### src/rtl/alu_unit.sv
// 4-bit registered ALU: 16 operations on {op, a, b}, result plus C/Z/N/V flags
// registered one cycle after in_valid; outputs hold while in_valid is low.
module alu_unit #(
    parameter int DW = 4
) (
    input  logic            clk,
    input  logic            rst_n,
    input  logic            in_valid,
    input  logic [3*DW-1:0] in,
    output logic [DW-1:0]   sum,
    output logic            out_valid,
    output logic            carry,
    output logic            zero,
    output logic            negative,
    output logic            overflow
);
    localparam int SW = $clog2(DW);
    localparam int M  = DW - 1;
    localparam logic [DW:0] ONE = (DW+1)'(1);

    logic [DW-1:0] w_op;
    logic [DW-1:0] w_a;
    logic [DW-1:0] w_b;
    logic [SW-1:0] w_s;
    logic [DW:0]   w_add;
    logic [DW:0]   w_sub;
    logic [DW:0]   w_inc;
    logic [DW:0]   w_dec;
    logic [DW:0]   w_shl;
    logic [DW:0]   w_shr;
    logic [DW-1:0] w_sar;
    logic [DW-1:0] w_rol;
    logic [DW-1:0] w_ror;
    logic          w_slt;
    logic [DW-1:0] w_res;
    logic          w_cy;
    logic          w_ov;

    logic [DW-1:0] r_sum;
    logic          r_vld;
    logic          r_cy;
    logic          r_z;
    logic          r_n;
    logic          r_ov;

    assign {w_op, w_a, w_b} = in;
    assign w_s = w_b[SW-1:0];

    // The extra MSB of each add/sub result is the carry-out or borrow.
    assign w_add = {1'b0, w_a} + {1'b0, w_b};
    assign w_sub = {1'b0, w_a} - {1'b0, w_b};
    assign w_inc = {1'b0, w_a} + ONE;
    assign w_dec = {1'b0, w_a} - ONE;

    // A guard bit beside a catches the last bit shifted out (0 when s=0).
    assign w_shl = {1'b0, w_a} << w_s;
    assign w_shr = {w_a, 1'b0} >> w_s;
    assign w_sar = $signed(w_a) >>> w_s;
    assign w_slt = $signed(w_a) < $signed(w_b);

    always_comb begin
        w_rol = '0;
        w_ror = '0;
        for (int i = 0; i < DW; i++) begin
            w_rol[i] = w_a[SW'(i) - w_s];
            w_ror[i] = w_a[SW'(i) + w_s];
        end
    end

    always_comb begin
        w_res = '0;
        w_cy  = 1'b0;
        w_ov  = 1'b0;
        case (w_op)
            4'h0: begin
                {w_cy, w_res} = w_add;
                w_ov = (w_a[M] == w_b[M]) && (w_add[M] != w_a[M]);
            end
            4'h1: begin
                {w_cy, w_res} = w_sub;
                w_ov = (w_a[M] != w_b[M]) && (w_sub[M] != w_a[M]);
            end
            4'h2: w_res = w_a & w_b;
            4'h3: w_res = w_a | w_b;
            4'h4: w_res = w_a ^ w_b;
            4'h5: w_res = ~(w_a | w_b);
            4'h6: w_res = ~(w_a & w_b);
            4'h7: w_res = ~(w_a ^ w_b);
            4'h8: {w_cy, w_res} = w_shl;
            4'h9: {w_res, w_cy} = w_shr;
            4'hA: begin
                w_res = w_sar;
                w_cy  = w_shr[0];
            end
            4'hB: w_res = w_rol;
            4'hC: w_res = w_ror;
            4'hD: begin
                {w_cy, w_res} = w_inc;
                w_ov = ~w_a[M] & w_inc[M];
            end
            4'hE: begin
                {w_cy, w_res} = w_dec;
                w_ov = w_a[M] & ~w_dec[M];
            end
            default: w_res = {{(DW-1){1'b0}}, w_slt};
        endcase
    end

    always_ff @(posedge clk) begin
        if (!rst_n) begin
            r_sum <= '0;
            r_vld <= 1'b0;
            r_cy  <= 1'b0;
            r_z   <= 1'b0;
            r_n   <= 1'b0;
            r_ov  <= 1'b0;
        end else if (in_valid) begin
            r_sum <= w_res;
            r_vld <= 1'b1;
            r_cy  <= w_cy;
            r_z   <= (w_res == '0);
            r_n   <= w_res[M];
            r_ov  <= w_ov;
        end else begin
            r_vld <= 1'b0;
        end
    end

    assign sum       = r_sum;
    assign out_valid = r_vld;
    assign carry     = r_cy;
    assign zero      = r_z;
    assign negative  = r_n;
    assign overflow  = r_ov;
endmodule

### config.mk
export PLATFORM = sky130hd
export DESIGN_NAME = alu_unit
export DESIGN_NICKNAME = d
export VERILOG_FILES = /design/src/rtl/alu_unit.sv
export SDC_FILE = /design/constraint.sdc
export NUM_CORES = 1
export LEC_CHECK = 0
export BUFFER_PORTS_ARGS = -buffer_cell sky130_fd_sc_hd__buf_2
export CAP_MARGIN = 20
export CORE_UTILIZATION = 52
export DETAILED_ROUTE_END_ITERATION = 10
export GPL_ROUTABILITY_DRIVEN = 0
export GPL_TIMING_DRIVEN = 0
export HOLD_SLACK_MARGIN = 0.05
export PLACE_DENSITY = 0.79
export SLEW_MARGIN = 20
export SYNTH_ARGS = -nofsm -noshare
export SYNTH_HDL_FRONTEND = slang
export SYNTH_SLANG_ARGS = --single-unit
export TNS_END_PERCENT = 10
### constraint.sdc
create_clock -name clk -period 1.7 [get_ports clk]
set_input_delay 0.085 -clock clk [delete_from_list [all_inputs] [get_ports clk]]
set_output_delay 0.085 -clock clk [all_outputs]
set_load 0.02 [all_outputs]
======== Word level (Yosys, flattened, before mapping) ========
Cells that the tools add are included.
cells by class
  shifts and indexed selects .............. 3
  multiplexer cells ....................... 20
  equal/unequal tests ..................... 18
  bitwise operators ....................... 10
  add/sub/neg operators ................... 11
  reductions and logical operators ........ 5
  magnitude comparators ................... 9
operators with widths
  cell                   count
  $pmux W4 S15           1
  $eq A4 B4 Y1 const B   7
  $lt A2 B3 Y1 const B   8
  $bmux W1 S2            8
  $eq A4 B3 Y1 const B   4
  $not A4 Y4             3
  $mux W1                9
  $eq A4 B2 Y1 const B   2
  $logic_not A4 Y1       2
  $pmux W1 S6            1
  $add A4 B1 Y5 const B  1
  $add A4 B4 Y5          1
  $shl A4 B2 Y5          1
  $shr A5 B2 Y5          1
  $sub A4 B1 Y5 const B  1
  $sub A4 B4 Y5          1
  $add A2 B2 Y2 const A  2
  $and A4 B4 Y4          1
  $eq A4 B1 Y1 const B   1
  $lt A4 B4 Y1           1
  $or A4 B4 Y4           1
  $pmux W1 S4            1
  $sshr A4 B2 Y4         1
  $sub A1 B2 Y2 const A  2
  9 further kinds        15
word-level totals
  register bits after elaboration ......... 9
  logic and storage cells ................. 82
  output and inout port bits .............. 9
  bits of input ports ..................... 15

======== Longest topological paths before layout ========
  depth in word-level cells ............... 5
  depth in mapped cells ................... 11
  mapped depth without buffers ............ 10

======== Least setup slack after synthesis ========
OpenSTA, ideal clock, no wires.
  kind .................................... in2reg
  from .................................... in in[1]
  to ...................................... reg r_sum[3] (netlist: sum[3])
  arrival ................................. 1.712 ns
  cell stages on the path ................. 10
  buffers on the path ..................... 1
  setup slack ............................. -0.129 ns
  data required time ...................... 1.584 ns
  setup time .............................. 0.116 ns
  cell sequence ........................... buf_6 -> inv_1 -> ha_1 -> a21o_1 -> a21oi_1 -> xor2_1 -> o31ai_1 -> a211oi_1 -> nand2_1 -> o211a_1
on the way
  word-level cells in the longest chain between the ends .. 4
  elaborated cells on any way between the ends .. 12
  those cells by class .................... add/sub (4); shift (3); mux (5)
RTL lines
  what                                            RTL line  text
  from (decl)                                     9         input logic [3*DW-1:0] in,
  $add A2 B2 Y2 or $sub A2 B2 Y2 (tied branches)  66, 65
  $bmux W1 S2 (on tied branches)                  66, 65
  $mux W1 (on tied branches)                      66, 65
  $pmux W4 S15 (*)                                74        case (w_op)
  to (signal assigned)                            118       r_sum <= w_res;
  to (decl)                                       39        logic [DW-1:0] r_sum;
Every way passes the cells marked *; elsewhere a longest branch is shown, timed or not. The select of a mux whose other input is x is not followed.
A chain may end at the register's enable or synchronous reset.

======== Worst setup path in the final report ========
  from .................................... in in[1]
  to ...................................... reg r_z (netlist: zero)
on the way
  word-level cells in the longest chain between the ends .. 5
  elaborated cells on any way between the ends .. 37
  those cells by class .................... add/sub (9); order compare (1); shift (3); mux (17); bitwise (6); reduce/logical (1)
RTL lines
  what                                   RTL line  text
  $sub A1 B2 Y2 (tied with other cells)  65        w_rol[i] = w_a[SW'(i) - w_s];
  $bmux W1 S2 (on tied branches)         65, 66
  $mux W1 (on tied branches)             65, 66
  $pmux W4 S15 (*)                       74
  $logic_not A4 Y1 (*)                   121       r_z <= (w_res == '0);
  to (signal assigned)                   121
  to (decl)                              42        logic r_z;
Marks and branches as above.

==> run summary <==
most common flop cell mapped by yosys: dfxtp_1
syn nets: 264
sequential fraction of the synthesis area: 9.27%
Mapped Area: 1730 um2
Post-Place Cells: 295
root buffer cell: clkbuf_4
largest net degree at the start of global routing: 11
Chip Height: 59.6 um
Die W: 59.6 um
Final Cell Area: 2070 um2
Worst Path Required: 1890 ps
syn avg cell area: 7.51 um2
Max clock buf depth: 2
CTS tree: built
cell accounting for the most synthesized area: ha_1
unique cell type count in the Yosys netlist: 56
crit path time final: 1730 ps
maximum vdd drop: 253 uV
vias in the first global route: 1670
CTS clk-pin slew, worst paths: 60 ps
PD cells: 444 nW/um2
Final Hold Viols: 0
status: complete, but fails checks
placed cell areas: 1910 um2
Layout Cells excl Fill: 302
max_slew headroom: 59.9%
setup TNS: -47.2 ps
gr ovfl total: 0
slowest stage cell on the critical path: ha_4
drt wl/cell: 17.5 um
HPWL Detailed: 3870 um
top cell type's share of synthesized area: 12.3%
TritonCTS buffer count: 3
H-tree levels: 1
final setup vio count: 2
Total GRT Usage: 30.8%
initial antenna violation count: 0
Synth area leaders: ha_1, dfxtp_1, buf_6
ratio of cells with drive above 1 in the final layout: 28.3%
crit path cell chain: buf_4 > buf_8 > clkinvlp_4 > ha_4 > a21o_1 > a21oi_4 > xor2_1 > o31ai_1 > a211oi_2 > nand2_1 > o22ai_1
WP data arrival: 1920 ps
crit path kind: in -> reg
max cap viols: 0
Hold Crit Class: in -> reg
via count: 1944
die area: 3560 um2
io pins: 24
post-synthesis async set-or-reset flop share: 0%
Vias/cell: 6.44
number of remaining DRC errors: 0
final wirelength: 5290 um
# hold bufs at CTS: 0
first-pass GRT wire length: 8160 um
Final period util: 101%
CP startpoint kind: primary input
Sink Count: 8
Slew Viols, Final: 0
Leakage: 0.886 nW
FF-to-FF path depth: 1
IO Port Bufs: 21
failing checks: setup timing
Layout Nets: 294
Setup crit end kind: register
drt pass-1 iters: 5
Rows: 20
Worst Tran Pin Value: 600 ps
Post-synth EDFFs: 0
Syn. warnings: 0
core area: 3100 um2
FMAX: 580 MHz
Layout area overhead: 19.7%
Layout Skew: 0 ps
# diodes: 0
Clock Latency Late Sink: 260 ps
DRT antenna net count: 0
Final WS setup: -25.2 ps
Synth Register Bits: 8
Max FO, Critical Path: 10
Synth Instances: 230
unrepaired setup endpoints after global routing: yes
starting density of the core: 55.7%
worst stage delay on the critical path: 260 ps
worst hold path stage count: 2
number of DRC markers in iteration 0: 131
-- worst paths after layout --
check,startpoint,end,slack (ps)
worst max-delay path,in[1],zero$_SDFFE_PN0P_,-30
worst min-delay path,in_valid,overflow$_SDFFE_PN0P_,180
worst max register to register,overflow$_SDFFE_PN0P_,overflow$_SDFFE_PN0P_,1030
worst min register to register,sum[2]$_SDFFE_PN0P_,sum[2]$_SDFFE_PN0P_,470
-- sequential cells by signal (all words and copies together) (netlist names) --
name / cells
sum: 4
carry: 1
out_valid: 1
overflow: 1
zero: 1
-- synth_stat cells (2+ instances only) --
library cell	number
nand2_1	18
mux2i_1	8
fa_1	2
clkbuf_1	3
ha_1	17
nor2_1	18
inv_1	12
buf_6	10
o31ai_1	2
dfxtp_1	8
o211a_1	3
xnor2_1	8
nand3_1	12
o21ai_0	10
xor2_1	2
a31oi_1	2
o21bai_1	2
buf_2	4
mux2_2	2
buf_4	3
a21o_1	2
or4_1	2
nor3_1	9
a21oi_1	20
a22oi_1	3
o22ai_1	2
nand4_1	4
nor2b_1	4
o211ai_1	5
nor4_1	2
a32oi_1	2
a211oi_1	5
-- power breakdown --
part           internal [mW]  switching (mW)  total (mW)
clock network         0.0813          0.0722       0.154
registers              0.202         0.00601       0.208
logic                  0.234           0.324       0.558
total                  0.517           0.402       0.919
-- worst max-delay path: cells and delay by family --
family                   cells  cell delay [ps]
AO/OA/AOI/OAI                5              840
buffers and inverters        3              460
adder cells (fa/ha/maj)      1              260
XOR/XNOR                     1              170
AND/OR/NAND/NOR              1               90
-- final cells by class --
| cell class | instances | area (um2) |
|---|---|---|
| tap | 44 | 55.1 |
| timing repair buffer | 26 | 156 |
| multi-input combinational | 189 | 1450 |
| fill | 296 | 1030 |
| buffer | 20 | 175 |
| sequential | 8 | 160 |
| clock buffer | 3 | 22.5 |
| inverter | 12 | 52.6 |
-- cells by family (layout without fill, tap and decap cells) --
logic type | Yosys count | count (layout) | share of synthesized area [%]
multiplexers | 11 | 11 | 7.24
flip-flops | 8 | 8 | 9.27
XOR/XNOR | 10 | 10 | 5.07
buffers and inverters | 33 | 61 | 12.7
AND/OR/NAND/NOR | 78 | 78 | 22.7
AO/OA/AOI/OAI | 71 | 71 | 28.4
adder cells (fa/ha/maj) | 19 | 19 | 14.6
-- what timing repair did --
item                                    4_1_cts  5_1_grt
setup buffers                                 4        1
endpoints found under the hold margin         0        0
resized for setup                            21        4
endpoints found under the setup margin        6        5
pin swaps                                     1        4
-- through the flow --
step           hold WS (ps)  power [mW]  utilization, %  worst slack [ps]
6_report                178       0.919            66.7             -25.2
2_1_floorplan           278       0.568               -             -7.57
3_3_place_gp            443       0.701            61.5              -515
4_1_cts                 176       0.897            65.9             -3.18
3_5_place_dp            449       0.704            61.5              -526
5_1_grt                 192       0.970            66.7              -155
-- cell usage in the layout (no fill, tap or decap), types with 3 or more instances in the layout --
cell type	Yosys	routed
a211oi_1	5	3
a21oi_1	20	18
a22oi_1	3	3
buf_2	4	21
buf_4	3	11
buf_6	10	10
clkbuf_4	1	4
dfxtp_1	8	8
ha_1	17	14
ha_4	0	3
inv_1	12	8
mux2i_1	8	8
nand2_1	18	18
nand3_1	12	12
nand4_1	4	4
nor2_1	18	17
nor2b_1	4	4
nor3_1	9	9
o211a_1	3	3
o211ai_1	5	5
o21ai_0	10	10
xnor2_1	8	7
-- metal layers --
metal | share of wire [%] | global-route usage, % | vias up
met4 | 2.0 | 5.98 | 0
li1 | - | - | 907
met2 | 45 | 47.9 | 130
met5 | 0 | 0 | -
met1 | 42 | 43.2 | 888
met3 | 11 | 7.42 | 19
No activity file was read; power rests on OpenSTA's default activity.
